`src/rtl/song_bram_loader.sv`:
```
// Streams signed 8-bit PCM from consecutive SD blocks into the song BRAM,
// one byte per address, and reports the loaded length when finished.
module song_bram_loader #(
   parameter int unsigned ADDR_W      = 18,
   parameter int unsigned MAX_SAMPLES = 192000,
   parameter int unsigned BLOCK_BYTES = 512,
   parameter int unsigned START_BLOCK = 0,
   parameter int unsigned TIMEOUT_CYC = 1000000
) (
   input  logic              clk_i,
   input  logic              rst_ni,
   input  logic              start_i,
   input  logic              sd_init_done_i,
   input  logic              sd_init_error_i,
   output logic              blk_req_o,
   output logic [31:0]       blk_addr_o,
   input  logic              byte_valid_i,
   input  logic [7:0]        rd_byte_i,
   output logic              ram_we_o,
   output logic [ADDR_W-1:0] ram_addr_o,
   output logic [7:0]        ram_din_o,
   output logic              load_busy_o,
   output logic              load_done_o,
   output logic              load_error_o,
   output logic [ADDR_W-1:0] song_length_o
);

   localparam int unsigned ByteW = $clog2(BLOCK_BYTES + 1);
   localparam int unsigned ToW   = $clog2(TIMEOUT_CYC + 1);

   localparam logic [ADDR_W-1:0] MaxSamples = ADDR_W'(MAX_SAMPLES);
   localparam logic [ByteW-1:0]  LastByte   = ByteW'(BLOCK_BYTES - 1);
   localparam logic [ToW-1:0]    ToLast     = ToW'(TIMEOUT_CYC - 1);

   typedef enum logic [2:0] {
      StIdle, StWaitInit, StReq, StRecv, StNext, StDone, StError
   } state_e;

   state_e              state_q, state_d;
   logic [ADDR_W-1:0]   sample_cnt_q, sample_cnt_d;
   logic [31:0]         blk_cnt_q, blk_cnt_d;
   logic [ByteW-1:0]    byte_cnt_q, byte_cnt_d;
   logic [ToW-1:0]      to_cnt_q, to_cnt_d;
   logic [ADDR_W-1:0]   song_len_q, song_len_d;
   logic                ram_we_q, ram_we_d;
   logic [ADDR_W-1:0]   ram_addr_q, ram_addr_d;
   logic [7:0]          ram_din_q, ram_din_d;

   always_ff @(posedge clk_i or negedge rst_ni) begin
      if (!rst_ni) begin
         state_q      <= StIdle;
         sample_cnt_q <= '0;
         blk_cnt_q    <= '0;
         byte_cnt_q   <= '0;
         to_cnt_q     <= '0;
         song_len_q   <= '0;
         ram_we_q     <= 1'b0;
         ram_addr_q   <= '0;
         ram_din_q    <= '0;
      end else begin
         state_q      <= state_d;
         sample_cnt_q <= sample_cnt_d;
         blk_cnt_q    <= blk_cnt_d;
         byte_cnt_q   <= byte_cnt_d;
         to_cnt_q     <= to_cnt_d;
         song_len_q   <= song_len_d;
         ram_we_q     <= ram_we_d;
         ram_addr_q   <= ram_addr_d;
         ram_din_q    <= ram_din_d;
      end
   end

   always_comb begin
      state_d      = state_q;
      sample_cnt_d = sample_cnt_q;
      blk_cnt_d    = blk_cnt_q;
      byte_cnt_d   = byte_cnt_q;
      to_cnt_d     = to_cnt_q;
      song_len_d   = song_len_q;
      ram_we_d     = 1'b0;
      ram_addr_d   = ram_addr_q;
      ram_din_d    = ram_din_q;
      unique case (state_q)
         StIdle, StDone, StError: begin
            // Every (re)load starts over from the first block.
            if (start_i) begin
               state_d      = StWaitInit;
               sample_cnt_d = '0;
               blk_cnt_d    = '0;
               byte_cnt_d   = '0;
            end
         end
         StWaitInit: begin
            if (sd_init_error_i) begin
               state_d = StError;
            end else if (sd_init_done_i) begin
               state_d = StReq;
            end
         end
         StReq: begin
            byte_cnt_d = '0;
            to_cnt_d   = '0;
            state_d    = StRecv;
         end
         StRecv: begin
            if (sd_init_error_i) begin
               state_d = StError;
            end else if (byte_valid_i) begin
               byte_cnt_d = byte_cnt_q + 1'b1;
               to_cnt_d   = '0;
               // Bytes past the song length are consumed but not stored.
               if (sample_cnt_q < MaxSamples) begin
                  ram_we_d     = 1'b1;
                  ram_addr_d   = sample_cnt_q;
                  ram_din_d    = rd_byte_i;
                  sample_cnt_d = sample_cnt_q + 1'b1;
               end
               if (byte_cnt_q == LastByte) begin
                  state_d = StNext;
               end
            end else if (to_cnt_q == ToLast) begin
               state_d = StError;
            end else begin
               to_cnt_d = to_cnt_q + 1'b1;
            end
         end
         StNext: begin
            if (sample_cnt_q == MaxSamples) begin
               state_d    = StDone;
               song_len_d = sample_cnt_q;
            end else begin
               blk_cnt_d = blk_cnt_q + 32'd1;
               state_d   = StReq;
            end
         end
         default: state_d = StIdle;
      endcase
   end

   assign blk_req_o     = (state_q == StReq);
   assign blk_addr_o    = blk_req_o ? (32'(START_BLOCK) + blk_cnt_q) : 32'd0;
   assign ram_we_o      = ram_we_q;
   assign ram_addr_o    = ram_addr_q;
   assign ram_din_o     = ram_din_q;
   assign load_busy_o   = !(state_q inside {StIdle, StDone, StError});
   assign load_done_o   = (state_q == StDone);
   assign load_error_o  = (state_q == StError);
   assign song_length_o = song_len_q;

endmodule

```
`config.mk`:
```
export PLATFORM = sky130hd
export DESIGN_NAME = song_bram_loader
export DESIGN_NICKNAME = d
export VERILOG_FILES = /design/src/rtl/song_bram_loader.sv
export SDC_FILE = /design/constraint.sdc
export NUM_CORES = 1
export LEC_CHECK = 0
export ABC_AREA = 1
export BUFFER_PORTS_ARGS = -buffer_cell sky130_fd_sc_hd__buf_2
export CORE_ASPECT_RATIO = 0.6
export CORE_MARGIN = 2
export CORE_UTILIZATION = 63
export DETAILED_ROUTE_END_ITERATION = 7
export HOLD_SLACK_MARGIN = 0.05
export PLACE_DENSITY = 0.86
export SLEW_MARGIN = 20
export SYNTH_ARGS = -nofsm -noshare
export SYNTH_HDL_FRONTEND = slang
export SYNTH_SLANG_ARGS = --single-unit
```
`constraint.sdc`:
```
create_clock -name clk_i -period 4.36 [get_ports clk_i]
set_input_delay 1.308 -clock clk_i [delete_from_list [all_inputs] [get_ports clk_i]]
set_output_delay 1.308 -clock clk_i [all_outputs]
set_load 0.03 [all_outputs]
```
==> flow_summary.json <==
{
  "fp.dieArea_um2": 12500,
  "clock_skew_after_layout_ns": 0.0108,
  "drtPass1Iterations": 6,
  "grt_max_usage_layer": "met1",
  "layout.cells.most_common": "nand2_1",
  "setup_violations": 0,
  "cts_resized": 0,
  "rsz0062_at_grt": "no",
  "num_rows": 30,
  "detailedRoute.firstIterationViolations": 874,
  "synth_nets": 1079,
  "timing.critical_path.max_delay_family": "buffers and inverters",
  "pin_count": 95,
  "synth.ff_latch_count": 128,
  "worstPathCellList": "inv_2, nor3_1, inv_1, nor2_1, buf_2",
  "diodes": 0,
  "post_cts.repair.setup_buffers": 0,
  "area_of_all_sequential_standard_cells_um2": 3200,
  "cts_buffers": 17,
  "route.antenna.remaining_nets": 0,
  "hpwl_um": 14000,
  "number_of_max_slew_violations_in_the_final_report": 0,
  "num_vias": 7201,
  "powerDensity_nw_per_um2": 468,
  "grt_pass1_wl_um": 32000,
  "crit_required_ns": 3.05,
  "die_h_um": 87.5,
  "dieWidth_um": 143,
  "cts.clk_slew.worst_paths_ns": 0.06,
  "end_kind": "output pin",
  "place.port_buffers": 94,
  "placement.cell_area_um2": 7890,
  "grt_start_max_net_pins": 87,
  "ctsLongestPathBuffers": 2,
  "areaGrowthSynthToFinish_pct": 15.8,
  "synth.avg_cell_area_um2": 6.91,
  "hold-worst-slack_ns": 0.466,
  "startpoint_type": "register",
  "slew_at_the_pin_closest_to_its_max_slew_limit_ns": 1.05,
  "worst_ep_arrival_time_ns": 2.22,
  "multiInputGateArea_um2": 3560,
  "proportion_of_layout_cells_with_a_drive_suffix_above_1_pct": 13.1,
  "outcome": "completed",
  "finish.utilization_pct": 75.0,
  "per_cell_routed_wire_length_um": 15.0,
  "setup.worst_path.class": "register to output pin",
  "grt_overflow": 0,
  "filler_cell_count": 884,
  "h_tree_depth": 4,
  "ir_worst_vdd_v": 0.000364,
  "synth_seq_area_share_pct": 43.8,
  "timing.max_slew.rel_slack_pct": 29.7,
  "worst_path_largest_cell_delay_ns": 0.77,
  "gr-usage-met2_pct": 45.3,
  "drt-vias-per-instance": 5.45,
  "timing.final.hold_violations": 0,
  "vias_in_the_first_global_route": 6466,
  "max_freq_mhz": 283,
  "synthesis.instances": 1060,
  "worst_skew_pair.late_latency_ns": 0.43,
  "clk_root_buffer_cell": "clkbuf_16",
  "setup.reg_to_reg.worst_slack_ns": 1.27,
  "place.gp.congestion": 0.989,
  "period_share_pct": 80.9,
  "worst_path_max_delay_cell": "inv_1",
  "antenna_found_initial": 0,
  "max-cap-violations": 0,
  "ys_types": 34,
  "core_area_um2": 11300,
  "total_length_of_routed_wires_um": 19800,
  "final_cell_area_um2": 8480,
  "path_max_fanout": 33,
  "tritoncts": "built",
  "cts_hold_buf": 0,
  "layout_net_count": 1168,
  "final_period_demand_of_the_worst_path_ns": 3.53,
  "initial_core_util_pct": 64.8,
  "grt_use_met1_pct": 49.6,
  "post-route-drc-count": 0,
  "grtUsageTotal_pct": 33.4,
  "use_met3_pct": 12.0,
  "power.static_leakage_nw": 4.11,
  "cts_num_sinks": 128,
  "cp.buffers_inverters": 3,
  "cell_area_after_technology_mapping_um2": 7320,
  "synth_warnings": 0,
  "timing.hold.worst.class": "register to register",
  "timing.setup.tns_ns": 0,
  "mostFrequentLayoutCells": "nand2_1, nor2_1, dfrtp_1, inv_1, buf_2"
}
Yosys cell counts (all sizes together):
library cell | number | area share [%]
ha | 5 | 0.85
xnor2 | 1 | 0.12
clkbuf | 12 | 0.62
o21ai | 79 | 5.4
clkinv | 1 | 0.051
nand3b | 5 | 0.51
and3 | 1 | 0.086
nor3b | 2 | 0.21
o21bai | 5 | 0.51
dfrtp | 128 | 44
nand4 | 22 | 1.9
or2 | 4 | 0.34
a21o | 1 | 0.10
nor2 | 158 | 8.5
o211ai | 1 | 0.10
inv | 109 | 5.6
nand2 | 382 | 20
nor3 | 16 | 1.1
a21oi | 5 | 0.34
nand3 | 82 | 5.7
xor2 | 23 | 2.8
buf | 15 | 1.3
and2 | 2 | 0.17
a31o | 1 | 0.12
path summary, 6_finish.rpt:
path	to	cells past startpoint	from
max	blk_addr_o[2]	5	state_q[1]$_DFFE_PN0P_
max in group asynchronous	to_cnt_q[17]$_DFFE_PN0P_	2	rst_ni
min reg2reg	song_length_o[15]$_DFFE_PN0P_	2	song_length_o[15]$_DFFE_PN0P_
min in group asynchronous	ram_addr_o[2]$_DFFE_PN0P_	1	rst_ni
min	song_length_o[15]$_DFFE_PN0P_	2	song_length_o[15]$_DFFE_PN0P_
max reg2reg	blk_cnt_q[13]$_DFFE_PN0P_	9	sample_cnt_q[0]$_DFFE_PN0P_
flip-flops by register name (all words and copies together) (netlist names):
signal	count
blk_cnt_q	32
ram_we_o	1
song_length_o	18
byte_cnt_q	10
state_q	3
sample_cnt_q	18
ram_din_o	8
to_cnt_q	20
ram_addr_o	18
layout make-up:
type,instances,area share [%]
Multi-Input combinational cell,795,42.0
Sequential cell,128,37.8
Timing Repair Buffer,97,6.04
Clock buffer,17,5.02
Inverter,110,4.90
Tap cell,160,2.36
Clock inverter,15,1.92
metrics by stage:
stage	power, mW	setup slack [ns]	std cells
5_1_grt	4.16	0.735	1322
3_3_place_gp	2.50	1.21	1290
4_1_cts	3.96	0.857	1322
6_report	3.97	0.831	1322
2_1_floorplan	2.27	0.919	1060
3_5_place_dp	2.53	1.17	1290
worst reg2reg max path, delay by kind of cell (launching register included):
family                     cells  cell delay, ns
and+or+nand+nor                6            1.91
adders and majority gates      1            0.19
buffers and inverters          2            0.44
DFF                            1            0.44
cell families after synthesis:
kind of cell | after synthesis | synth area share, %
AO/OA/AOI/OAI | 92 | 6.58
XOR/XNOR | 24 | 2.87
adder cells (fa/ha/maj) | 5 | 0.855
buffers and inverters | 137 | 7.59
flip-flops | 128 | 43.8
AND/OR/NAND/NOR | 674 | 38.3
routing by layer:
layer / part of all wire [%] / vias to the layer above
li1: - / 3525
met1: 45 / 3267
met2: 40 / 376
met3: 13 / 33
met4: 1.7 / 0
met5: 0 / -
where the power goes:
group	leakage, nW	total (mW)	switching [mW]	internal [mW]
sequential	1.77	1.39	0.0923	1.29
clock	0.284	1.43	0.615	0.812
combinational	2.06	1.15	0.918	0.235
total	4.11	3.97	1.63	2.34
(Power assumes the default switching activity.)
